File: src/rtl/hazard_scoreboard_pkg.sv
// Shared types and constants for the D-stage hazard scoreboard.
package hazard_scoreboard_pkg;

    // Widths of the scoreboard entry fields.
    localparam int SB_REG_AW = 5;
    localparam int SB_TNEW_W = 3;

    // Mult/div start kinds presented by the D controller (3 is reserved = none).
    localparam logic [1:0] MD_NONE = 2'd0;
    localparam logic [1:0] MD_MUL  = 2'd1;
    localparam logic [1:0] MD_DIV  = 2'd2;

    // Forward select value meaning "take the register file".
    localparam int FWD_RF = 0;

    // One in-flight register write.
    typedef struct packed {
        logic                 wr;
        logic [SB_REG_AW-1:0] dst;
        logic [SB_TNEW_W-1:0] tnew;
    } sb_entry_t;

    // Tnew counts down as an entry ages and parks at zero.
    function automatic logic [SB_TNEW_W-1:0] tnew_dec(input logic [SB_TNEW_W-1:0] t);
        logic [SB_TNEW_W-1:0] r;
        if (t == {SB_TNEW_W{1'b0}}) begin
            r = t;
        end else begin
            r = t - SB_TNEW_W'(1);
        end
        return r;
    endfunction

endpackage

File: src/rtl/hazard_scoreboard_if.sv
// D-stage side-band between the decode controller and the hazard scoreboard.
interface hazard_scoreboard_if #(
    parameter int REG_AW = 5,
    parameter int TNEW_W = 3,
    parameter int SEL_W  = 2
);
    logic              d_valid;
    logic              d_wr;
    logic [REG_AW-1:0] d_dst;
    logic [TNEW_W-1:0] d_tnew;
    logic [REG_AW-1:0] d_rs;
    logic              d_rs_use;
    logic [TNEW_W-1:0] d_rs_tuse;
    logic [REG_AW-1:0] d_rt;
    logic              d_rt_use;
    logic [TNEW_W-1:0] d_rt_tuse;
    logic [1:0]        d_md_start;
    logic              d_md_use;
    logic              stall;
    logic [SEL_W-1:0]  fwd_rs;
    logic [SEL_W-1:0]  fwd_rt;
    logic              md_busy;

    // Decode controller side.
    modport master (
        output d_valid, d_wr, d_dst, d_tnew, d_rs, d_rs_use, d_rs_tuse,
               d_rt, d_rt_use, d_rt_tuse, d_md_start, d_md_use,
        input  stall, fwd_rs, fwd_rt, md_busy
    );

    // Scoreboard side.
    modport slave (
        input  d_valid, d_wr, d_dst, d_tnew, d_rs, d_rs_use, d_rs_tuse,
               d_rt, d_rt_use, d_rt_tuse, d_md_start, d_md_use,
        output stall, fwd_rs, fwd_rt, md_busy
    );
endinterface

File: src/rtl/hazard_operand_check.sv
// Per-operand lookup: youngest matching in-flight write decides hazard and forward.
module hazard_operand_check
    import hazard_scoreboard_pkg::*;
#(
    parameter int STAGES = 3,
    parameter int SEL_W  = 2
) (
    input  sb_entry_t [STAGES-1:0] entries,
    input  logic [SB_REG_AW-1:0]   op_reg,
    input  logic                   op_use,
    input  logic [SB_TNEW_W-1:0]   op_tuse,
    output logic                   hazard,
    output logic [SEL_W-1:0]       fwd
);

    logic found_s;

    // Scan from E towards W; the first hit shadows every older entry.
    always_comb begin
        hazard  = 1'b0;
        fwd     = SEL_W'(FWD_RF);
        found_s = 1'b0;
        for (int i = 0; i < STAGES; i++) begin
            if (!found_s && entries[i].wr && (entries[i].dst == op_reg) &&
                (op_reg != {SB_REG_AW{1'b0}})) begin
                found_s = 1'b1;
                hazard  = op_use && (entries[i].tnew > op_tuse);
                if (entries[i].tnew == {SB_TNEW_W{1'b0}}) begin
                    fwd = SEL_W'(i + 1);
                end else begin
                    fwd = SEL_W'(FWD_RF);
                end
            end else begin
                found_s = found_s;
            end
        end
    end

endmodule

File: src/rtl/hazard_scoreboard.sv
// D-stage stall / forward generator: shift-register write scoreboard plus mult/div busy window.
module hazard_scoreboard
    import hazard_scoreboard_pkg::*;
#(
    parameter int STAGES  = 3,
    parameter int REG_AW  = SB_REG_AW,
    parameter int TNEW_W  = SB_TNEW_W,
    parameter int MUL_LAT = 5,
    parameter int DIV_LAT = 10,
    parameter int SEL_W   = 2
) (
    input  logic                clk,
    input  logic                reset,
    hazard_scoreboard_if.slave  bus
);

    localparam int MD_MAX = (DIV_LAT > MUL_LAT) ? DIV_LAT : MUL_LAT;
    localparam int CNT_W  = $clog2(MD_MAX + 1);

    // Entry field widths come from the shared package type.
    if ((REG_AW != SB_REG_AW) || (TNEW_W != SB_TNEW_W)) begin : g_bad_width
        $error("hazard_scoreboard: REG_AW/TNEW_W must match the package entry type");
    end
    if ((2 ** SEL_W) <= STAGES) begin : g_bad_sel
        $error("hazard_scoreboard: SEL_W too narrow for STAGES");
    end

    sb_entry_t [STAGES-1:0] entry_q, entry_d;
    logic                   md_e_q, md_e_d;
    logic                   md_div_q, md_div_d;
    logic [CNT_W-1:0]       md_cnt_q, md_cnt_d;

    logic                   rs_hazard_s, rt_hazard_s;
    logic [SEL_W-1:0]       fwd_rs_s, fwd_rt_s;
    logic                   md_busy_s, stall_s;

    hazard_operand_check #(.STAGES(STAGES), .SEL_W(SEL_W)) u_rs_check (
        .entries (entry_q),
        .op_reg  (bus.d_rs),
        .op_use  (bus.d_rs_use),
        .op_tuse (bus.d_rs_tuse),
        .hazard  (rs_hazard_s),
        .fwd     (fwd_rs_s)
    );

    hazard_operand_check #(.STAGES(STAGES), .SEL_W(SEL_W)) u_rt_check (
        .entries (entry_q),
        .op_reg  (bus.d_rt),
        .op_use  (bus.d_rt_use),
        .op_tuse (bus.d_rt_tuse),
        .hazard  (rt_hazard_s),
        .fwd     (fwd_rt_s)
    );

    assign md_busy_s   = md_e_q | (md_cnt_q != {CNT_W{1'b0}});
    assign stall_s     = bus.d_valid & (rs_hazard_s | rt_hazard_s | (bus.d_md_use & md_busy_s));
    assign bus.stall   = stall_s;
    assign bus.fwd_rs  = fwd_rs_s;
    assign bus.fwd_rt  = fwd_rt_s;
    assign bus.md_busy = md_busy_s;

    // Next state: age the scoreboard, admit D (or a bubble), run the busy window.
    always_comb begin
        entry_d  = entry_q;
        md_e_d   = 1'b0;
        md_div_d = 1'b0;
        md_cnt_d = md_cnt_q;

        if (stall_s) begin
            entry_d[0].wr   = 1'b0;
            entry_d[0].dst  = {SB_REG_AW{1'b0}};
            entry_d[0].tnew = {SB_TNEW_W{1'b0}};
        end else begin
            entry_d[0].wr   = bus.d_valid & bus.d_wr;
            entry_d[0].dst  = bus.d_dst;
            entry_d[0].tnew = bus.d_tnew;
        end
        for (int i = 1; i < STAGES; i++) begin
            entry_d[i].wr   = entry_q[i-1].wr;
            entry_d[i].dst  = entry_q[i-1].dst;
            entry_d[i].tnew = tnew_dec(entry_q[i-1].tnew);
        end

        case (bus.d_md_start)
            MD_MUL: begin
                md_e_d   = bus.d_valid & ~stall_s;
                md_div_d = 1'b0;
            end
            MD_DIV: begin
                md_e_d   = bus.d_valid & ~stall_s;
                md_div_d = 1'b1;
            end
            default: begin
                md_e_d   = 1'b0;
                md_div_d = 1'b0;
            end
        endcase

        if (md_e_q) begin
            md_cnt_d = md_div_q ? CNT_W'(DIV_LAT - 1) : CNT_W'(MUL_LAT - 1);
        end else if (md_cnt_q != {CNT_W{1'b0}}) begin
            md_cnt_d = md_cnt_q - CNT_W'(1);
        end else begin
            md_cnt_d = md_cnt_q;
        end
    end

    // State registers, cleared asynchronously.
    always_ff @(posedge clk or negedge reset) begin
        if (!reset) begin
            entry_q  <= '0;
            md_e_q   <= 1'b0;
            md_div_q <= 1'b0;
            md_cnt_q <= {CNT_W{1'b0}};
        end else begin
            entry_q  <= entry_d;
            md_e_q   <= md_e_d;
            md_div_q <= md_div_d;
            md_cnt_q <= md_cnt_d;
        end
    end

endmodule

File: src/flat_wrapper.sv
// flat-port wrapper written by rule: the top's interface ports become plain ports
module hazard_scoreboard_flat import hazard_scoreboard_pkg::*;
#(
    parameter int STAGES  = 3,
    parameter int REG_AW  = SB_REG_AW,
    parameter int TNEW_W  = SB_TNEW_W,
    parameter int MUL_LAT = 5,
    parameter int DIV_LAT = 10,
    parameter int SEL_W   = 2
)
  (clk, reset, bus_d_valid, bus_d_wr, bus_d_dst, bus_d_tnew, bus_d_rs, bus_d_rs_use, bus_d_rs_tuse, bus_d_rt, bus_d_rt_use, bus_d_rt_tuse, bus_d_md_start, bus_d_md_use, bus_stall, bus_fwd_rs, bus_fwd_rt, bus_md_busy);
  hazard_scoreboard_if #(.REG_AW(REG_AW), .TNEW_W(TNEW_W), .SEL_W(SEL_W)) bus_i ();
  input  logic clk;
  input  logic reset;
  input wire logic [$bits(bus_i.d_valid)-1:0] bus_d_valid;
  input wire logic [$bits(bus_i.d_wr)-1:0] bus_d_wr;
  input wire logic [$bits(bus_i.d_dst)-1:0] bus_d_dst;
  input wire logic [$bits(bus_i.d_tnew)-1:0] bus_d_tnew;
  input wire logic [$bits(bus_i.d_rs)-1:0] bus_d_rs;
  input wire logic [$bits(bus_i.d_rs_use)-1:0] bus_d_rs_use;
  input wire logic [$bits(bus_i.d_rs_tuse)-1:0] bus_d_rs_tuse;
  input wire logic [$bits(bus_i.d_rt)-1:0] bus_d_rt;
  input wire logic [$bits(bus_i.d_rt_use)-1:0] bus_d_rt_use;
  input wire logic [$bits(bus_i.d_rt_tuse)-1:0] bus_d_rt_tuse;
  input wire logic [$bits(bus_i.d_md_start)-1:0] bus_d_md_start;
  input wire logic [$bits(bus_i.d_md_use)-1:0] bus_d_md_use;
  output wire logic [$bits(bus_i.stall)-1:0] bus_stall;
  output wire logic [$bits(bus_i.fwd_rs)-1:0] bus_fwd_rs;
  output wire logic [$bits(bus_i.fwd_rt)-1:0] bus_fwd_rt;
  output wire logic [$bits(bus_i.md_busy)-1:0] bus_md_busy;
  assign bus_i.d_valid = bus_d_valid;
  assign bus_i.d_wr = bus_d_wr;
  assign bus_i.d_dst = bus_d_dst;
  assign bus_i.d_tnew = bus_d_tnew;
  assign bus_i.d_rs = bus_d_rs;
  assign bus_i.d_rs_use = bus_d_rs_use;
  assign bus_i.d_rs_tuse = bus_d_rs_tuse;
  assign bus_i.d_rt = bus_d_rt;
  assign bus_i.d_rt_use = bus_d_rt_use;
  assign bus_i.d_rt_tuse = bus_d_rt_tuse;
  assign bus_i.d_md_start = bus_d_md_start;
  assign bus_i.d_md_use = bus_d_md_use;
  assign bus_stall = bus_i.stall;
  assign bus_fwd_rs = bus_i.fwd_rs;
  assign bus_fwd_rt = bus_i.fwd_rt;
  assign bus_md_busy = bus_i.md_busy;
  hazard_scoreboard #(.STAGES(STAGES), .REG_AW(REG_AW), .TNEW_W(TNEW_W), .MUL_LAT(MUL_LAT), .DIV_LAT(DIV_LAT), .SEL_W(SEL_W)) u_core (.clk(clk), .reset(reset), .bus(bus_i));
endmodule
File: config.mk
export PLATFORM = sky130hd
export DESIGN_NAME = hazard_scoreboard_flat
export DESIGN_NICKNAME = d
export VERILOG_FILES = /design/src/rtl/hazard_scoreboard_pkg.sv /design/src/rtl/hazard_scoreboard_if.sv /design/src/rtl/hazard_operand_check.sv /design/src/rtl/hazard_scoreboard.sv /design/src/flat_wrapper.sv
export SDC_FILE = /design/constraint.sdc
export NUM_CORES = 1
export LEC_CHECK = 0
export BUFFER_PORTS_ARGS = -buffer_cell sky130_fd_sc_hd__buf_2
export CAP_MARGIN = 5
export CORE_MARGIN = 5
export CORE_UTILIZATION = 30
export DETAILED_ROUTE_END_ITERATION = 6
export PLACE_DENSITY = 0.57
export SETUP_SLACK_MARGIN = 0.3
export SLEW_MARGIN = 10
export SYNTH_ARGS = -nofsm -noshare
export SYNTH_HDL_FRONTEND = slang
export SYNTH_SLANG_ARGS = --single-unit
File: constraint.sdc
create_clock -name clk -period 2.41 [get_ports clk]
set_input_delay 0.241 -clock clk [delete_from_list [all_inputs] [get_ports clk]]
set_output_delay 0.241 -clock clk [all_outputs]
set_load 0.1 [all_outputs]
Word level (Yosys, flattened, before mapping)
Cells that the tools add are included.

cells by class
  bitwise logic cells = 8
  equal/unequal tests = 8
  $lt $le $gt $ge = 6
  add/sub/neg operators = 3
  muxes and demuxes = 27
  reductions and logical operators = 34

operators with widths
  operator                                                                number
  5-bit equality test                                                     6
  1-bit logical AND                                                       22
  3-bit > comparator                                                      6
  1-bit two-way mux                                                       14
  2-bit two-way mux                                                       7
  4-bit two-way mux                                                       3
  5-bit nonzero test                                                      2
  3-bit zero test                                                         3
  9-bit two-way mux                                                       1
  3-bit two-way mux                                                       2
  3-bit by 1-bit subtractor with 3-bit output (second input constant)     2
  1-bit AND                                                               4
  1-bit zero test                                                         4
  4-bit nonzero test                                                      1
  4-bit by 1-bit subtractor with 4-bit output (second input constant)     1
  1-bit bitwise OR                                                        3
  2-bit by 1-bit equality test with 1-bit output (second input constant)  1
  2-bit equality test (second input constant)                             1
  2-bit nonzero test                                                      1
  2-bit OR reduction                                                      1
  1-bit inverter                                                          1

storage, ports and cells
  bits in registers = 33
  input bits = 33
  output and inout bits = 6
  logic and storage cells = 98

Logic depth before layout (Yosys ltp)
  depth after elaboration = 20
  mapped depth = 9
  mapped depth without buffers = 8

Hierarchy
A second synthesis with hierarchy kept.

unflattened totals
  cells, all modules = 216
  area total of the unflattened synthesis = 2180.8 um^2

by module, submodules not included
  module                cells an instance  seq. area each (um^2)  area each (um^2)  instances
  hazard_scoreboard     90                 825.8                  1222.4            1
  hazard_operand_check  63                 0.0                    479.2             2

Worst setup path before layout
Ideal clock, no wire load.

  path type = register -> output
  from = register u_core.entry_q (netlist bit u_core.entry_d[24])
  to = output port bus_fwd_rs[1]
  required time = 2169 ps
  setup slack = -460 ps
  stages on the path, launching flop included = 7
  buffers on the path = 0
  data arrival time = 2629 ps
  cell sequence = dfrtp_1 -> xnor2_1 -> and2_2 -> a2111oi_2 -> and2_2 -> a21oi_1 -> nor2_1

on the way
  cells in the longest elaborated chain, start to end = 9
  elaborated cells on any way between the ends = 10
  those cells by class = eq/ne: 1; mux: 3; reduce/logical: 6

ends and longest elaborated chain
  item                                 RTL line                    source
  from (decl)                          hazard_scoreboard.sv:28     sb_entry_t [STAGES-1:0] entry_q, entry_d;
  from (signal assigned)               hazard_scoreboard.sv:116    entry_q <= entry_d;
  5-bit equality test (*)              hazard_operand_check.sv:24  if (!found_s && entries[i].wr && (entries[i].dst == op_reg) &&
  1-bit logical AND (*) (2 in series)  hazard_operand_check.sv:24
  1-bit two-way mux                    hazard_operand_check.sv:24
  1-bit zero test                      hazard_operand_check.sv:24
  1-bit logical AND (3 in series)      hazard_operand_check.sv:24
  2-bit two-way mux (*)                hazard_operand_check.sv:24
  to (decl)                            flat_wrapper.sv:28          output wire logic [$bits(bus_i.fwd_rs)-1:0] bus_fwd_rs;

Every way passes the cells marked *; elsewhere a longest branch is shown, timed or not.

Worst setup path after layout
  from = register u_core.entry_q (netlist bit u_core.entry_d[23])
  to = output port bus_stall

on the way
  cells in the longest elaborated chain, start to end = 12
  elaborated cells on any way between the ends = 23
  those cells by class = eq/ne: 2; mux: 6; bitwise: 3; reduce/logical: 12

ends and longest elaborated chain
  item                                RTL line                    source
  5-bit equality test                 hazard_operand_check.sv:24
  1-bit logical AND (2 in series)     hazard_operand_check.sv:24
  1-bit two-way mux                   hazard_operand_check.sv:24
  1-bit zero test                     hazard_operand_check.sv:24
  1-bit logical AND (3 in series)     hazard_operand_check.sv:24
  1-bit two-way mux                   hazard_operand_check.sv:24
  1-bit bitwise OR (*) (2 in series)  hazard_scoreboard.sv:56     assign stall_s = bus.d_valid & (rs_hazard_s | rt_hazard_s | (bus.d_md_use & md_busy_s));
  1-bit AND (*)                       hazard_scoreboard.sv:56
  to (decl)                           flat_wrapper.sv:27          output wire logic [$bits(bus_i.stall)-1:0] bus_stall;

Marks and branches as above.

==> impl_metrics.py <==
metrics = {
    "outcome": {
        "status": "complete, but fails checks",
        "violations": "setup timing",
    },
    "synth": {
        "muxShareOfSynthArea_pct": 0.507,
        "yosys_warnings": 0,
        "syn_area_um2": 2220,
        "synth-compound-area-share_pct": 13.2,
        "synth_top_family_by_area": "simple AND/OR/NAND/NOR gates",
        "synth-xor-area-share_pct": 13.4,
        "synth_fp_nets": 275,
        "synth.avg_cell_area_um2": 10.3,
        "synth-seq-cells": 33,
        "syn_inst": 215,
        "synth.distinct_cells": 42,
        "synthAdderAreaFrac_pct": 15.2,
        "yosysSeqAreaShare_pct": 37.2,
        "synth-simple-area-share_pct": 16.1,
    },
    "clocking": {
        "cts_sinks": 33,
        "cts_tree": "yes",
        "ctsHoldBuffers": 0,
        "clockBufferDepth": 2,
        "cts-root-buf": "clkbuf_8",
        "cts_buffers": 5,
        "htree_levels": 2,
        "path_clk_slew_ns": 0.07,
        "insertion_delay_ns": 0.28,
    },
    "cells_and_area": {
        "final-seq-area_um2": 826,
        "area_growth_syn_to_layout_pct": 29.6,
        "final_cell_count_no_fill": 368,
        "final_nets": 328,
        "mostFrequentLayoutCells": "33 x buf_2, 33 x dfrtp_1, 27 x ha_1, 21 x inv_1, 20 x xnor2_1",
        "final_cell_area_um2": 2880,
        "num_antenna_cells": 0,
        "drive_gt1_share_pct": 30.1,
        "multi_input_area_um2": 1390,
        "fill_cells": 745,
    },
    "sta": {
        "worstMarginPinSlew_ns": 0.755,
        "finalHoldViolations": 0,
        "rsz0062_at_grt": "yes",
        "layout_setup_ws_ns": -0.0616,
        "fin_crit_ns": 2.47,
        "skew_ns": 0.00529,
        "fin_tns_setup_ns": -0.0616,
        "slew_viol_final": 0,
        "relSlewSlack_pct": 49.7,
        "finalSetupViolations": 1,
        "fmax_mhz": 405,
        "timing.final.crit_share_pct": 103,
    },
    "global_route": {
        "grt_antenna_before_repair": 0,
        "grt.total_usage_pct": 12.6,
        "grt_pass1_vias": 1771,
        "grt_max_degree": 34,
        "met3_usage_pct": 2.42,
        "grt_use_met1_pct": 17.1,
        "busiest_layer": "met2",
        "grt_pass1_wl_um": 8780,
        "grt_util_met2_pct": 18.7,
        "overflow": 0,
    },
    "setup_path": {
        "path_buf_inv": 2,
        "endpoint_kind": "primary output",
        "cpPeakStageDelay_ns": 0.41,
        "startpoint_type": "flop",
        "cp.required_ns": 2.17,
        "arrival_ns": 2.23,
        "crit_chain": "xor2_1 -> nor4_2 -> buf_4 -> and3b_2 -> o2111ai_2 -> o221ai_2 -> o21a_4 -> buf_12",
        "path_class": "flop to primary output",
        "path_delay_family": "simple AND/OR/NAND/NOR gates",
        "slowest_stage": "dfrtp_1",
        "worst-path-stages": 8,
        "r2r_start": "u_core.entry_d[23]$_DFF_PN0_",
        "r2r_end": "u_core.entry_d[16]$_DFF_PN0_",
        "rrSetupSlack_ns": 0.37,
        "critPathMaxFanout": 3,
        "reg2reg_depth": 8,
    },
    "floorplan": {
        "core_region_area_um2": 7210,
        "die_w_um": 96.1,
        "die_height_um": 96.1,
        "dieArea_um2": 9230,
        "rows": 31,
        "start_util_pct": 30.8,
        "ios": 39,
    },
    "placed_design": {
        "portBuffers": 38,
        "hpwl_um": 4220,
        "gp_congestion": 0.771,
        "dp_cells": 356,
        "placed_area_um2": 2670,
        "place_ws_ns": 0.192,
    },
    "detailed_routing": {
        "wirelength_um": 5300,
        "drt_iter0_drc": 54,
        "vias_per_cell": 4.64,
        "first_pass_iters": 4,
        "drtAntennaViolNets": 0,
        "vias": 1709,
        "wl_per_cell_um": 14.4,
        "drc_errors": 0,
    },
    "pwr": {
        "clkPwrFrac_pct": 26.6,
        "p_per_area_nw_per_um2": 710,
        "p_int_uw": 1330,
        "pwr-share-seq_pct": 38.4,
        "comb_power_share_pct": 35.0,
        "leakage_uw": 0.00128,
        "sw_frac_of_total_pct": 34.9,
        "power.switching_uw": 713,
        "vdd_drop_max_uv": 282,
    },
    "worst_hold_path": {
        "worstHoldPathType": "input port to asynchronous set/reset pin",
    },
    "flow_run": {
        "max_cap_viol_count": 0,
    },
}
-- layer usage --
| layer | part of all wire, % | wire, um |
|---|---|---|
| met1 | 47 | 2480 |
| met2 | 46 | 2420 |
| met3 | 4.7 | 249 |
| met4 | 2.8 | 149 |
| met5 | 0 | 0 |
-- area by class of cell --
class	instances	share of cell area, %
Timing Repair Buffer	47	11.6
Tap cell	99	4.30
Clock buffer	7	3.00
Multi-Input combinational cell	158	48.3
Clock inverter	1	1.04
Sequential cell	33	28.7
Inverter	23	3.13
-- sequential cells by signal, summed over array words and instances, names as in the netlist --
signal           flops
u_core.entry_q      15
u_core.md_cnt_q      4
u_core.md_e_q        1
u_core.md_div_q      1
u_core.entry_d      12
-- repair_timing --
action | 4_1_cts | 5_1_grt
buffers inserted | 2 | 2
pin swaps | 9 | 1
resized for setup | 12 | 3
setup endpoints to repair | 6 | 14
-- logic make-up after synthesis --
group,Yosys count
buffers and inverters,24
AO/OA/AOI/OAI,35
AND/OR/NAND/NOR,61
adder cells (fa/ha/maj),27
flip-flops,33
multiplexers,1
XOR/XNOR,34
-- cell usage after synthesis --
cell type	number	share of area, %
a2111oi_2	1	0.68
a21boi_0	1	0.34
a21oi_1	3	0.68
a31o_2	1	0.39
a32oi_1	2	0.79
a32oi_4	1	1.2
and2_1	2	0.56
and2_2	2	0.68
and3_1	1	0.28
and3b_1	1	0.39
buf_6	1	0.51
clkinv_1	1	0.17
dfrtp_1	33	37
ha_1	27	15
inv_1	22	3.7
mux2_2	1	0.51
nand2_1	8	1.4
nand2_2	1	0.28
nand3_1	13	2.9
nand4_1	5	1.4
nor2_1	5	0.84
nor2_4	1	0.51
nor2b_1	7	2.0
nor3_1	6	1.4
nor3b_1	1	0.34
nor4_1	3	0.84
nor4_2	1	0.56
nor4b_2	1	0.68
o2111a_1	1	0.51
o2111ai_1	1	0.39
o2111ai_2	1	0.68
o21a_1	3	1.0
o21ai_0	9	2.0
o21bai_1	1	0.34
o221ai_2	1	0.68
o2bb2ai_1	8	3.2
o31ai_1	1	0.34
or3_1	1	0.28
or3_2	1	0.34
or4_4	1	0.51
xnor2_1	20	7.9
xor2_1	14	5.5
-- through the flow --
step                      hold WS (ns)  power (uW)  util, %
after global placement           0.360        1460     37.0
after floorplan                -0.0546        1280        -
final                           0.0234        2040     39.9
after detailed placement         0.361        1490     37.0
after global routing            0.0901        2190     39.9
after CTS                       0.0497        2060     39.5
-- power by group through the flow --
| stage | sequential (uW) | clock [uW] | combinational [uW] |
|---|---|---|---|
| 2_1_floorplan | 766 | 0 | 510 |
| 3_3_place_gp | 792 | 0 | 669 |
| 3_5_place_dp | 795 | 0 | 693 |
| 4_1_cts | 786 | 558 | 712 |
| 5_1_grt | 804 | 571 | 810 |
| 6_report | 785 | 543 | 716 |
-- how the worst max path moves through the flow --
stage | from | end | slack (ns)
final | u_core.entry_d[23]$_DFF_PN0_ | bus_stall | -0.06
after global routing | u_core.entry_d[23]$_DFF_PN0_ | bus_stall | -0.14
after CTS | u_core.entry_d[16]$_DFF_PN0_ | bus_stall | -0.06
after detailed placement | u_core.entry_d[12]$_DFF_PN0_ | bus_stall | 0.19
after global placement | u_core.entry_d[15]$_DFF_PN0_ | bus_stall | 0.16
after floorplan | u_core.md_cnt_q[0]$_DFFE_PN0N_ | bus_stall | -0.20
Power figures use the tool's default switching activity.
